`src/rtl/multicycle_ctrl_pkg.sv`:
```
// rtl/multicycle_ctrl_pkg.sv - shared state, opcode and datapath-select encodings
// Imported by the multicycle controller and anything decoding its debug state.
package multicycle_ctrl_pkg;

  typedef enum logic [3:0] {
    S_IDLE     = 4'd0,
    S_FETCH    = 4'd1,
    S_DECODE   = 4'd2,
    S_MEM_ADDR = 4'd3,
    S_MEM_RD   = 4'd4,
    S_MEM_WB   = 4'd5,
    S_MEM_WR   = 4'd6,
    S_EXEC_R   = 4'd7,
    S_R_WB     = 4'd8,
    S_BRANCH   = 4'd9,
    S_JUMP     = 4'd10,
    S_EXEC_I   = 4'd11,
    S_I_WB     = 4'd12
  } state_e;

  localparam logic [5:0] OP_RTYPE = 6'b000000;
  localparam logic [5:0] OP_LW    = 6'b100011;
  localparam logic [5:0] OP_SW    = 6'b101011;
  localparam logic [5:0] OP_BEQ   = 6'b000100;
  localparam logic [5:0] OP_J     = 6'b000010;
  localparam logic [5:0] OP_ADDI  = 6'b001000;
  localparam logic [5:0] OP_SLTI  = 6'b001010;
  localparam logic [5:0] OP_ANDI  = 6'b001100;
  localparam logic [5:0] OP_ORI   = 6'b001101;

  localparam logic [1:0] ALU_ADD   = 2'b00;
  localparam logic [1:0] ALU_SUB   = 2'b01;
  localparam logic [1:0] ALU_FUNCT = 2'b10;
  localparam logic [1:0] ALU_OPC   = 2'b11;

  localparam logic [1:0] SRCB_B       = 2'b00;
  localparam logic [1:0] SRCB_4       = 2'b01;
  localparam logic [1:0] SRCB_IMM     = 2'b10;
  localparam logic [1:0] SRCB_IMM_SH2 = 2'b11;

  localparam logic [1:0] PCSRC_ALU    = 2'b00;
  localparam logic [1:0] PCSRC_ALUOUT = 2'b01;
  localparam logic [1:0] PCSRC_JUMP   = 2'b10;

  function automatic logic is_imm_op(input logic [5:0] op);
    return (op == OP_ADDI) || (op == OP_SLTI) || (op == OP_ANDI) || (op == OP_ORI);
  endfunction

endpackage

```
`src/rtl/multicycle_ctrl.sv`:
```
// rtl/multicycle_ctrl.sv - Moore control FSM for a multicycle MIPS-style datapath
// Only FETCH's ir_write/pc_write follow mem_ready_i combinationally.
module multicycle_ctrl
  import multicycle_ctrl_pkg::*;
(
  input  logic       clk_i,
  input  logic       rst_i,
  input  logic [5:0] opcode_i,
  input  logic       mem_ready_i,
  output logic       pc_write_o,
  output logic       pc_write_cond_o,
  output logic       iord_o,
  output logic       mem_read_o,
  output logic       mem_write_o,
  output logic       ir_write_o,
  output logic       reg_dst_o,
  output logic       mem_to_reg_o,
  output logic       reg_write_o,
  output logic       alu_src_a_o,
  output logic [1:0] alu_src_b_o,
  output logic [1:0] alu_op_o,
  output logic [1:0] pc_src_o,
  output logic       ext_zero_o,
  output logic       illegal_o,
  output logic [3:0] state_o
);

  state_e r_state;
  state_e w_next;
  logic   w_legal;

  assign w_legal = (opcode_i == OP_RTYPE) || (opcode_i == OP_LW) || (opcode_i == OP_SW) ||
                   (opcode_i == OP_BEQ) || (opcode_i == OP_J) || is_imm_op(opcode_i);

  always_ff @(posedge clk_i) begin
    if (rst_i) r_state <= S_IDLE;
    else       r_state <= w_next;
  end

  always_comb begin
    w_next = S_FETCH;
    case (r_state)
      S_IDLE:     w_next = S_FETCH;
      S_FETCH:    w_next = mem_ready_i ? S_DECODE : S_FETCH;
      S_DECODE: begin
        if (opcode_i == OP_RTYPE)                         w_next = S_EXEC_R;
        else if ((opcode_i == OP_LW) || (opcode_i == OP_SW)) w_next = S_MEM_ADDR;
        else if (opcode_i == OP_BEQ)                      w_next = S_BRANCH;
        else if (opcode_i == OP_J)                        w_next = S_JUMP;
        else if (is_imm_op(opcode_i))                     w_next = S_EXEC_I;
        else                                              w_next = S_FETCH;
      end
      S_MEM_ADDR: w_next = (opcode_i == OP_SW) ? S_MEM_WR : S_MEM_RD;
      S_MEM_RD:   w_next = mem_ready_i ? S_MEM_WB : S_MEM_RD;
      S_MEM_WR:   w_next = mem_ready_i ? S_FETCH : S_MEM_WR;
      S_EXEC_R:   w_next = S_R_WB;
      S_EXEC_I:   w_next = S_I_WB;
      default:    w_next = S_FETCH;
    endcase
  end

  // Output decode; unlisted states (IDLE, out-of-range codes) drive all zeros.
  always_comb begin
    pc_write_o      = 1'b0;
    pc_write_cond_o = 1'b0;
    iord_o          = 1'b0;
    mem_read_o      = 1'b0;
    mem_write_o     = 1'b0;
    ir_write_o      = 1'b0;
    reg_dst_o       = 1'b0;
    mem_to_reg_o    = 1'b0;
    reg_write_o     = 1'b0;
    alu_src_a_o     = 1'b0;
    alu_src_b_o     = SRCB_B;
    alu_op_o        = ALU_ADD;
    pc_src_o        = PCSRC_ALU;
    ext_zero_o      = 1'b0;
    illegal_o       = 1'b0;
    case (r_state)
      S_FETCH: begin
        mem_read_o  = 1'b1;
        alu_src_b_o = SRCB_4;
        ir_write_o  = mem_ready_i;
        pc_write_o  = mem_ready_i;
      end
      S_DECODE: begin
        alu_src_b_o = SRCB_IMM_SH2;
        illegal_o   = ~w_legal;
      end
      S_MEM_ADDR: begin
        alu_src_a_o = 1'b1;
        alu_src_b_o = SRCB_IMM;
      end
      S_MEM_RD: begin
        mem_read_o = 1'b1;
        iord_o     = 1'b1;
      end
      S_MEM_WR: begin
        mem_write_o = 1'b1;
        iord_o      = 1'b1;
      end
      S_MEM_WB: begin
        mem_to_reg_o = 1'b1;
        reg_write_o  = 1'b1;
      end
      S_EXEC_R: begin
        alu_src_a_o = 1'b1;
        alu_op_o    = ALU_FUNCT;
      end
      S_R_WB: begin
        reg_dst_o   = 1'b1;
        reg_write_o = 1'b1;
      end
      S_BRANCH: begin
        alu_src_a_o     = 1'b1;
        alu_op_o        = ALU_SUB;
        pc_write_cond_o = 1'b1;
        pc_src_o        = PCSRC_ALUOUT;
      end
      S_JUMP: begin
        pc_write_o = 1'b1;
        pc_src_o   = PCSRC_JUMP;
      end
      S_EXEC_I: begin
        alu_src_a_o = 1'b1;
        alu_src_b_o = SRCB_IMM;
        alu_op_o    = ALU_OPC;
        ext_zero_o  = (opcode_i == OP_ANDI) || (opcode_i == OP_ORI);
      end
      S_I_WB:  reg_write_o = 1'b1;
      default: ;
    endcase
  end

  assign state_o = r_state;

endmodule

```
`config.mk`:
```
export PLATFORM = sky130hd
export DESIGN_NAME = multicycle_ctrl
export DESIGN_NICKNAME = d
export VERILOG_FILES = /design/src/rtl/multicycle_ctrl_pkg.sv /design/src/rtl/multicycle_ctrl.sv
export SDC_FILE = /design/constraint.sdc
export NUM_CORES = 1
export LEC_CHECK = 0
export BUFFER_PORTS_ARGS = -buffer_cell sky130_fd_sc_hd__clkbuf_2
export CAP_MARGIN = 20
export CORE_AREA = 4 4 41 43
export DETAILED_ROUTE_END_ITERATION = 10
export DIE_AREA = 0 0 45 47
export GPL_TIMING_DRIVEN = 1
export MAX_ROUTING_LAYER = met4
export PLACE_DENSITY = 0.86
export SLEW_MARGIN = 20
export SYNTH_ARGS = -nofsm -noshare
export SYNTH_HDL_FRONTEND = slang
export SYNTH_SLANG_ARGS = --single-unit
```
`constraint.sdc`:
```
create_clock -name clk_i -period 3.35 [get_ports clk_i]
set_clock_uncertainty 0.2 [all_clocks]
set_input_delay 0.1675 -clock clk_i [delete_from_list [all_inputs] [get_ports clk_i]]
set_output_delay 0.1675 -clock clk_i [all_outputs]
set_load 0.005 [all_outputs]
```
==> flow_summary.toml <==
[cells_and_area]
instances_no_fill = 122
largest_reg_flops = 4
area.sequential_um2 = 80.1
nets = 118
area_delta_synth_final_pct = 29.6
diodes = 0
drive_gt1_share_pct = 34.6
fin_util_pct = 53.5
multi_input_area_um2 = 395
finalInstanceArea_um2 = 696
fill_cells = 141

[critical_path]
arrival_ns = 1.72
path_class = "flop to output pin"
cp.required_ns = 2.98
setup.worst_path.end_class = "output pin"
cp_max_fo = 14
worstSetupStartpointType = "flop"

[placed_design]
place_congestion = 0.760
post_dp_cell_area_um2 = 663
dp.cells = 118
hpwl_um = 1210
place_ws_ns = 1.54
port_buffers = 30

[timing]
rsz0062_at_grt = "false"
fin_hold_ws_ns = 0.0826
period_minus_slack_ns = 2.09
worst_pin_slew_ns = 0.459
fin_setup_tns_ns = 0
setup_viol = 0
hold_violations = 0
fin_crit_sh_pct = 62.3
fmax_ghz = 0.479
layout_setup_ws_ns = 1.26
drv_slew = 0
slew_headroom_pct = 69.3

[synth]
async_reset_ff_share_pct = 0
syn-num-nets = 87
synthSimpleGateAreaFrac_pct = 44.3
muxShareOfSynthArea_pct = 2.10
ys_warn_count = 0
synth-adder-area-share_pct = 0
seq_area_frac_synth_pct = 14.9
synth_top_family_by_area = "simple AND/OR/NAND/NOR gates"
synth_xor_area_share_pct = 1.63
synth_compound_area_share_pct = 25.6
ys_ff_latch = 4
synth_ff_type = "dfxtp_1"
syn_area_per_cell_um2 = 6.88
ys_types = 35
synth.cell_area_um2 = 537
synth_cells = 78
synth-edff-count = 0

[clock_tree]
ctsRootBufferMaster = "clkbuf_4"
cts_tree = "done"
htreeDepth = 1
cts_buffer_depth = 2
numCtsBuffers = 3
clk_latency_ns = 0.23
cts_resized = 0
clk_pin_slew_ns = 0.04
post_cts_buffers = 0
clock-sinks = 4

[die]
rows = 13
ios = 31
initial_core_util_pct = 41.3
core_region_area_mm2 = 0.00130
die_h_um = 47
dieArea_mm2 = 0.00212
fp.dieW_um = 45

[routing]
route.antenna.remaining_nets = 0
routedWlPerCell_um = 12.2
via_per_inst = 5.55
totalWireLength_um = 1490
drc = 0
via_count = 677
drtIter0Drc = 11
dr.pass1.iters = 4

[job]
maxCapViolations = 0

[global_route]
grt_usage_pct = 15.2
globalRouteOverflowTotal = 0
grt_pass1_vias = 565
grt_pass1_wl_um = 2410
antenna_found_initial = 0
grt_max_degree = 16

[power_and_ir_drop]
p_per_area_mw_per_mm2 = 212
power_leakage_nw = 0.337
totalPowerFinal_uw = 147
ir_worst_vdd_v = 0.000230

[run_status]
status = "completed"

[hold_path]
hold_class = "input pin to flop"
cell type report:
type | count | share of cell area [%]
multi-input combinational | 64 | 56.8
timing repair buffer | 31 | 23.0
sequential | 4 | 11.5
clock buffer | 3 | 3.24
inverter | 5 | 2.70
tap | 15 | 2.70
cells by family (layout without fill, tap and decap cells):
group / count (synthesis) / after routing
compound gates: 19 / 19
xor+xnor: 1 / 1
buf+inv: 10 / 39
flops: 4 / 4
mux: 1 / 1
simple gates: 43 / 43
cell usage in the layout (no fill, tap or decap), types with 3 or more instances in the layout:
master and instances:
nand2b_1 4, a21oi_1 6, clkbuf_4 3, inv_1 5, nand2_1 7, clkbuf_2 30
nor2_1 13, nor3_1 5, dfxtp_1 4, nor4_1 3
final timing paths:
kind	startpoint	to	slack [ns]	cells after the start
setup / recovery	state_o[1]	illegal_o	1.26	4
hold / removal	opcode_i[4]	state_o[1]	0.08	4
setup reg to reg	state_o[1]	state_o[1]	1.63	4
hold reg to reg	state_o[3]	state_o[0]	0.49	2
critical path, cell delays in order, from the launching register on:
cell	delay (ns)
dfxtp_1	0.60
nand2b_1	0.20
nor3_1	0.32
and4b_1	0.25
clkbuf_2	0.11
per-layer routing:
layer	GRT usage, %	share of wire [%]	up-vias
met1	17.7	41	308
li1	-	-	341
met4	1.75	1.0	0
met5	-	0	-
met3	3.45	8.0	2
met2	27.1	50	26
report_power, final:
part           internal (mW)  switching [mW]
clock network         0.0401          0.0195
logic                 0.0164          0.0192
registers             0.0489         0.00341
total                  0.105          0.0421
timing repair:
item | 4_1_cts | 5_1_grt
endpoints found under the setup margin | 0 | 0
hold buffers | 1 | 0
endpoints found under the hold margin | 1 | 0
cell usage after synthesis (all sizes together) (2+ instances only):
cell / n / area [um^2]
nor2: 13 / 48.8
nand2: 7 / 26.3
a21oi: 6 / 30.0
buf: 5 / 42.5
inv: 5 / 18.8
nand2b: 5 / 33.8
nor3: 5 / 25.0
dfxtp: 4 / 80.1
nor4: 3 / 18.8
a211oi: 2 / 20.0
a31oi: 2 / 12.5
and4b: 2 / 20.0
nor2b: 2 / 20.0
Note: power is estimated with default switching activity, not from simulation.
